## config.mk

```make
export PLATFORM = sky130hd
export DESIGN_NAME = ex_unit
export DESIGN_NICKNAME = d
export VERILOG_FILES = /design/src/rtl/ex_unit.sv
export SDC_FILE = /design/constraint.sdc
export NUM_CORES = 1
export LEC_CHECK = 0
export CAP_MARGIN = 10
export CORE_ASPECT_RATIO = 1.25
export CORE_UTILIZATION = 50
export CTS_BUF_LIST = sky130_fd_sc_hd__clkbuf_4 sky130_fd_sc_hd__clkbuf_8 sky130_fd_sc_hd__clkbuf_16
export CTS_CLUSTER_SIZE = 25
export DETAILED_ROUTE_END_ITERATION = 12
export GPL_TIMING_DRIVEN = 0
export PLACE_DENSITY = 0.71
export SLEW_MARGIN = 0
export SYNTH_ARGS = -nofsm -noshare
export SYNTH_HDL_FRONTEND = slang
export SYNTH_SLANG_ARGS = --single-unit
```

## constraint.sdc

```tcl
create_clock -name clk -period 12.58 [get_ports clk]
set_clock_uncertainty 0.1 [all_clocks]
set_input_delay 3.774 -clock clk [delete_from_list [all_inputs] [get_ports clk]]
set_output_delay 3.774 -clock clk [all_outputs]
set_load 0.05 [all_outputs]
```

## src/rtl/ex_unit.sv

```systemverilog
// -----------------------------------------------------------------------------
// ex_unit - execute stage of the 5-stage MIPS pipeline.
//
// Evaluates logic, shift and HI/LO move instructions in one cycle and registers
// the ex/mem bundle (wd_o, wreg_o, wdata_o). MULT/MULTU run on an iterative
// 32-step shift-add engine that owns the HI/LO pair and holds the upstream
// pipeline through stall_o while it works.
//
// Handshake: stall_o is the only flow control. While stall_o=1 the upstream
// stage must hold aluop_i/alusel_i/reg1_i/reg2_i/wd_i/wreg_i stable. When
// stall_o=0 the instruction at the inputs is consumed at the next rising edge.
//
// Ports:
//   clk       pipeline clock
//   rst       asynchronous reset, active-low
//   aluop_i   operation code from decode
//   alusel_i  result class from decode
//   reg1_i    operand 1 (register or immediate)
//   reg2_i    operand 2 (register or immediate)
//   wd_i      destination GPR address
//   wreg_i    GPR write enable
//   stall_o   combinational, 1 = upstream must hold its inputs this cycle
//   wd_o      registered destination address
//   wreg_o    registered GPR write enable
//   wdata_o   registered result
//   hi_o      HI register
//   lo_o      LO register
// -----------------------------------------------------------------------------
module ex_unit #(
  parameter int MUL_CYCLES = 32
) (
  input  logic        clk,
  input  logic        rst,
  input  logic [7:0]  aluop_i,
  input  logic [2:0]  alusel_i,
  input  logic [31:0] reg1_i,
  input  logic [31:0] reg2_i,
  input  logic [4:0]  wd_i,
  input  logic        wreg_i,
  output logic        stall_o,
  output logic [4:0]  wd_o,
  output logic        wreg_o,
  output logic [31:0] wdata_o,
  output logic [31:0] hi_o,
  output logic [31:0] lo_o
);

  localparam logic [7:0] OP_NOP   = 8'h00;
  localparam logic [7:0] OP_OR    = 8'h25;
  localparam logic [7:0] OP_AND   = 8'h24;
  localparam logic [7:0] OP_XOR   = 8'h26;
  localparam logic [7:0] OP_NOR   = 8'h27;
  localparam logic [7:0] OP_SLL   = 8'h7C;
  localparam logic [7:0] OP_SRL   = 8'h02;
  localparam logic [7:0] OP_SRA   = 8'h03;
  localparam logic [7:0] OP_MULT  = 8'h18;
  localparam logic [7:0] OP_MULTU = 8'h19;
  localparam logic [7:0] OP_MFHI  = 8'h10;
  localparam logic [7:0] OP_MFLO  = 8'h12;

  localparam logic [2:0] SEL_NOP   = 3'd0;
  localparam logic [2:0] SEL_LOGIC = 3'd1;
  localparam logic [2:0] SEL_SHIFT = 3'd2;
  localparam logic [2:0] SEL_MOVE  = 3'd3;

  typedef enum logic [1:0] {
    S_IDLE = 2'd0,
    S_BUSY = 2'd1,
    S_DONE = 2'd2
  } state_e;

  state_e      state_q, state_d;
  logic [5:0]  cnt_q, cnt_d;
  logic [64:0] acc_q, acc_d;
  logic [31:0] mcand_q, mcand_d;
  logic [31:0] mplier_q, mplier_d;
  logic        sign_q, sign_d;
  logic [31:0] hi_q, hi_d;
  logic [31:0] lo_q, lo_d;

  logic [4:0]  wd_q, wd_d;
  logic        wreg_q, wreg_d;
  logic [31:0] wdata_q, wdata_d;

  logic        is_mul;
  logic        is_signed_mul;
  logic [31:0] mag1, mag2;
  logic [32:0] addend, upper_sum;
  logic [63:0] product, product_fixed;
  logic [31:0] alu_res;
  logic        bubble;

  assign is_mul        = (aluop_i == OP_MULT) || (aluop_i == OP_MULTU);
  assign is_signed_mul = (aluop_i == OP_MULT);

  // Magnitudes are taken only for signed MULT; -32'h8000_0000 wraps to its own
  // bit pattern, which is the correct unsigned magnitude.
  assign mag1 = (is_signed_mul && reg1_i[31]) ? -reg1_i : reg1_i;
  assign mag2 = (is_signed_mul && reg2_i[31]) ? -reg2_i : reg2_i;

  // One shift-add step: bit 64 of the accumulator catches the carry out of the
  // upper-half add before the whole 65-bit value is shifted right.
  assign addend    = mplier_q[0] ? {1'b0, mcand_q} : 33'd0;
  assign upper_sum = acc_q[64:32] + addend;

  assign product       = acc_q[63:0];
  assign product_fixed = sign_q ? (~product + 64'd1) : product;

  // ---------------------------------------------------------------------------
  // FSM state register
  // ---------------------------------------------------------------------------
  always_ff @(posedge clk or negedge rst) begin
    if (!rst) begin
      state_q <= S_IDLE;
    end else begin
      state_q <= state_d;
    end
  end

  // ---------------------------------------------------------------------------
  // FSM next-state logic
  // ---------------------------------------------------------------------------
  always_comb begin
    state_d = state_q;
    case (state_q)
      S_IDLE:  if (is_mul) state_d = S_BUSY;
      S_BUSY:  if (cnt_q == 6'd1) state_d = S_DONE;
      S_DONE:  state_d = S_IDLE;
      default: state_d = S_IDLE;
    endcase
  end

  // ---------------------------------------------------------------------------
  // FSM outputs. Stall is gated by reset so every output reads 0 while reset
  // is asserted, even with a multiply sitting at the inputs.
  // ---------------------------------------------------------------------------
  always_comb begin
    stall_o = 1'b0;
    bubble  = 1'b0;
    case (state_q)
      S_IDLE: begin
        stall_o = rst & is_mul;
        bubble  = is_mul;
      end
      S_BUSY: begin
        stall_o = rst;
        bubble  = 1'b1;
      end
      S_DONE: begin
        bubble  = 1'b1;
      end
      default: begin
        bubble  = 1'b1;
      end
    endcase
  end

  // ---------------------------------------------------------------------------
  // Multiply engine and HI/LO next-state
  // ---------------------------------------------------------------------------
  always_comb begin
    cnt_d    = cnt_q;
    acc_d    = acc_q;
    mcand_d  = mcand_q;
    mplier_d = mplier_q;
    sign_d   = sign_q;
    hi_d     = hi_q;
    lo_d     = lo_q;
    case (state_q)
      S_IDLE: begin
        if (is_mul) begin
          mcand_d  = mag1;
          mplier_d = mag2;
          sign_d   = is_signed_mul & (reg1_i[31] ^ reg2_i[31]);
          cnt_d    = 6'(MUL_CYCLES);
          acc_d    = 65'd0;
        end
      end
      S_BUSY: begin
        acc_d    = {upper_sum, acc_q[31:0]} >> 1;
        mplier_d = mplier_q >> 1;
        cnt_d    = cnt_q - 6'd1;
      end
      S_DONE: begin
        hi_d = product_fixed[63:32];
        lo_d = product_fixed[31:0];
      end
      default: ;
    endcase
  end

  always_ff @(posedge clk or negedge rst) begin
    if (!rst) begin
      cnt_q    <= 6'd0;
      acc_q    <= 65'd0;
      mcand_q  <= 32'd0;
      mplier_q <= 32'd0;
      sign_q   <= 1'b0;
      hi_q     <= 32'd0;
      lo_q     <= 32'd0;
    end else begin
      cnt_q    <= cnt_d;
      acc_q    <= acc_d;
      mcand_q  <= mcand_d;
      mplier_q <= mplier_d;
      sign_q   <= sign_d;
      hi_q     <= hi_d;
      lo_q     <= lo_d;
    end
  end

  // ---------------------------------------------------------------------------
  // Single-cycle ALU. Anything not recognised produces 0.
  // ---------------------------------------------------------------------------
  always_comb begin
    alu_res = 32'd0;
    case (alusel_i)
      SEL_LOGIC: begin
        case (aluop_i)
          OP_OR:   alu_res = reg1_i | reg2_i;
          OP_AND:  alu_res = reg1_i & reg2_i;
          OP_XOR:  alu_res = reg1_i ^ reg2_i;
          OP_NOR:  alu_res = ~(reg1_i | reg2_i);
          default: alu_res = 32'd0;
        endcase
      end
      SEL_SHIFT: begin
        case (aluop_i)
          OP_SLL:  alu_res = reg2_i << reg1_i[4:0];
          OP_SRL:  alu_res = reg2_i >> reg1_i[4:0];
          OP_SRA:  alu_res = $unsigned($signed(reg2_i) >>> reg1_i[4:0]);
          default: alu_res = 32'd0;
        endcase
      end
      SEL_MOVE: begin
        case (aluop_i)
          OP_MFHI: alu_res = hi_q;
          OP_MFLO: alu_res = lo_q;
          default: alu_res = 32'd0;
        endcase
      end
      SEL_NOP: alu_res = (aluop_i == OP_NOP) ? 32'd0 : 32'd0;
      default: alu_res = 32'd0;
    endcase
  end

  // ---------------------------------------------------------------------------
  // Ex/mem register. Multiplies never write a GPR, so every cycle they occupy
  // the stage is a bubble.
  // ---------------------------------------------------------------------------
  always_comb begin
    wd_d    = wd_i;
    wreg_d  = wreg_i;
    wdata_d = alu_res;
    if (bubble) begin
      wd_d    = 5'd0;
      wreg_d  = 1'b0;
      wdata_d = 32'd0;
    end
  end

  always_ff @(posedge clk or negedge rst) begin
    if (!rst) begin
      wd_q    <= 5'd0;
      wreg_q  <= 1'b0;
      wdata_q <= 32'd0;
    end else begin
      wd_q    <= wd_d;
      wreg_q  <= wreg_d;
      wdata_q <= wdata_d;
    end
  end

  assign wd_o    = wd_q;
  assign wreg_o  = wreg_q;
  assign wdata_o = wdata_q;
  assign hi_o    = hi_q;
  assign lo_o    = lo_q;

endmodule
```

==> results.yml <==
worst_hold_path:
  worstHoldPathType: "flop to flop"
  holdCritStartpoint: "cnt_q[5]$_DFFE_PN0P_"
  min_path_cells: 1
  min_to: "cnt_q[5]$_DFFE_PN0P_"
route:
  dr_total_vias: 20822
  vias_per_cell: 6.68
  first_iter_violations: 3008
  drc: 0
  ant_nets: 0
  routed_wl_um: 91500
  wl_per_cell_um: 29.3
  dr.pass1.iters: 6
synthesis:
  ys.flop_type: "dfrtp_1"
  syn_area_per_cell_um2: 8.09
  yosys.cell_types.count: 69
  syn_area_mm2: 0.0193
  synth_top_cell_by_area: "dfrtp_1"
  netlist_instances: 2389
  yosysWarnings: 0
  synth_seq_cells: 239
  async_flop_share_pct: 100
  yosys-top-cells-area: "dfrtp_1 31%, o21ai_0 9.3%, mux4_2 6.8%"
  synth-seq-area-share_pct: 30.9
  syn_nets: 2576
  synth_edf_count: 0
  synth.top_cell.area_share_pct: 30.9
setup_path:
  regToRegEndpoint: "acc_q[63]$_DFFE_PN0P_"
  r2r_cells: 13
  rrSetupSlack_ns: 8.76
  crit_path_frequent_cell: "clkbuf_1"
  critPathKind: "input port to output pin"
  cp-end-kind: "output pin"
  cp.required_ns: 8.71
  cp_max_fo: 10
  cp.arrival_ns: 8.08
  path_cells: "clkdlybuf4s50_1, nand2b_1, or4_1, clkbuf_1, or2_2, or3_1, clkbuf_1, clkbuf_1, nand2_1, and2_1, clkdlybuf4s50_1"
  max_stage_delay_ns: 0.80
  cpMaxStageDelayCell: "clkdlybuf4s50_1"
  cp-start-kind: "input port"
  reg2reg_from: "mplier_q[0]$_DFFE_PN0P_"
run_status:
  status: "finished, final reports clean"
global_routing:
  grt_pass1_vias: 19606
  antenna_found_initial: 4
  grt_pass1_wl_um: 132000
  grt_max_degree: 123
  track_usage_pct: 46.4
  grt_overflow: 0
floorplan:
  initial_utilization_pct: 50.7
  dieArea_mm2: 0.0395
  fp.dieW_um: 178
  coreArea_mm2: 0.0381
  die_y_um: 222
  rows: 80
  io_pins: 186
place:
  io_buffers: 183
  finalWeightedCongestion: 1.10
  placed_cells: 3066
  post-dp-hpwl_um: 70700
pwr:
  peakVddDrop_uv: 104
  power_switching_mw: 0.611
  clkPwrFrac_pct: 39.6
  power_density_mw_per_mm2: 86.4
  p_int_mw: 1.35
  comb_power_share_pct: 20.0
  p_sw_share_pct: 31.1
  p_leak_nw: 9.41
  seqPwrFrac_pct: 40.4
sta:
  finalCritPeriodShare_pct: 95.0
  tns_ns: 0
  worst-slew-pin-transition_ns: 1.45
  rsz0062_at_grt: "no"
  relSlewSlack_pct: 2.48
  max_freq_mhz: 83.6
  setup_viol: 0
  slew_violations: 0
  hold_viol: 0
  period_needed_ns: 11.96
finish:
  nets: 2790
  register_area_mm2: 0.00598
  multi_input_area_mm2: 0.0123
  fillers: 3380
  syn2layout_area_growth_pct: 17.5
  drive_gt1_share_pct: 5.50
  layout.cells.non_filler: 3116
cts:
  htreeDepth: 1
  numCtsBuffers: 25
  clock_sinks: 239
  cts_root_buf: "clkbuf_16"
  cts_buffer_depth: 3
  clkTransAtPathRegs_ns: 0.06
  cts_setup_buffers: 0
  cts-resized-gates: 0
  hold_buffers: 0
  cts_tree: "done"
  insertion_delay_ns: 0.58
run:
  cap_viol_max_count: 0
worst max path at each step:
stage / end / cells after the start / start / slack (ns)
6_report: stall_o / 11 / aluop_i[7] / 0.62
5_1_grt: stall_o / 11 / aluop_i[7] / 0.57
4_1_cts: stall_o / 11 / aluop_i[7] / 0.77
3_5_place_dp: stall_o / 11 / aluop_i[7] / 0.79
3_3_place_gp: stall_o / 3 / rst / -4.76
2_1_floorplan: stall_o / 9 / aluop_i[7] / 2.64
synth_stat cells (6+ instances only):
cell type,instances
and3_1,10
buf_1,18
clkbuf_1,159
or3_1,19
inv_1,104
buf_2,9
xor2_1,74
o21ai_0,361
or4_1,15
dfrtp_1,239
mux2_2,12
o41ai_1,17
a21o_1,12
nand4_1,12
o31ai_1,33
nand2b_1,16
mux2i_1,70
and2_1,43
nor3_1,37
nand2_1,336
nand3_1,33
a22oi_1,25
a211oi_1,20
nor4_1,11
xnor2_1,74
a21oi_1,130
o22ai_1,29
ha_1,103
nor2_1,197
o211ai_1,11
a31oi_1,18
nor2b_1,6
o21a_1,6
mux4_2,58
critical path, delay by kind of cell:
| kind | cells | cell delay, ns |
|---|---|---|
| buffers and inverters | 5 | 2.25 |
| AND/OR/NAND/NOR | 6 | 2.04 |
power by group through the flow:
stage / Combinational (mW) / Sequential [mW] / Clock, mW
after CTS: 0.366 / 0.793 / 0.776
final: 0.392 / 0.793 / 0.777
after detailed placement: 0.364 / 0.807 / 0
after global routing: 0.402 / 0.794 / 0.809
after global placement: 0.364 / 0.807 / 0
after floorplan: 0.185 / 0.803 / 0
per-stage QoR:
step	util (%)	hold WS [ns]	power [mW]	instance area, um2	setup WS (ns)
floorplan	-	0.330	0.988	19300	2.64
detailed placement	57.2	0.355	1.17	21800	0.788
finish	59.6	0.360	1.96	22700	0.624
global route	59.5	0.385	2.00	22700	0.570
CTS	59.5	0.369	1.94	22700	0.772
global placement	57.1	0.349	1.17	21800	-4.76
per-layer routing:
layer | global-route usage (%) | vias up | wire, um
met1 | 55.8 | 9970 | 32000
met5 | 0 | - | 0
met2 | 71.9 | 1533 | 41200
li1 | - | 8900 | -
met4 | 36.7 | 0 | 9020
met3 | 9.48 | 419 | 9220
state kept, by name (all words and copies together) (netlist names), 2 cells and up:
signal and cells:
hi_o 32, wdata_o 32, state_q 2, mcand_q 32
wd_o 5, acc_q 64, lo_o 32, mplier_q 32
cnt_q 6
cells in the final DEF, fill, tap and decap left out, types with 15 or more instances in the layout:
cell	netlist	routed
inv_1	104	104
o31ai_1	33	33
and2_1	43	43
mux2i_1	70	70
buf_1	18	18
nand2b_1	16	16
a211oi_1	20	20
clkdlybuf4s50_1	0	182
clkbuf_16	0	25
a31oi_1	18	18
o41ai_1	17	17
nor2_1	197	197
or3_1	19	19
or4_1	15	15
nand3_1	33	33
nor3_1	37	37
a22oi_1	25	25
dfrtp_1	239	239
nand2_1	336	336
xnor2_1	74	74
o21ai_0	361	360
clkbuf_1	159	159
ha_1	103	103
o22ai_1	29	29
mux4_2	58	58
xor2_1	74	74
a21oi_1	130	130
cells by family (layout without fill, tap and decap cells):
kind of cell	count (synthesis)	after routing	share of synthesized area [%]
other	0	4	0
muxes	140	140	11.1
DFF	239	239	30.9
buffers and inverters	292	523	5.73
adders and majority gates	104	104	6.77
AOI/OAI and AO/OA	714	714	21.5
xor gates and xnor gates	148	148	6.70
and+or+nand+nor	752	752	17.3
final cells by class:
type                    count  area share [%]
multi-input cells        1858            53.9
flip-flops and latches    239            26.3
repair buffers            187            8.31
clock buffers              33            3.18
plain buffers             186            3.12
well taps                 492            2.71
inverters                 106            1.75
clock inverters            11           0.600
diodes                      4          0.0441
(Power assumes the default switching activity.)
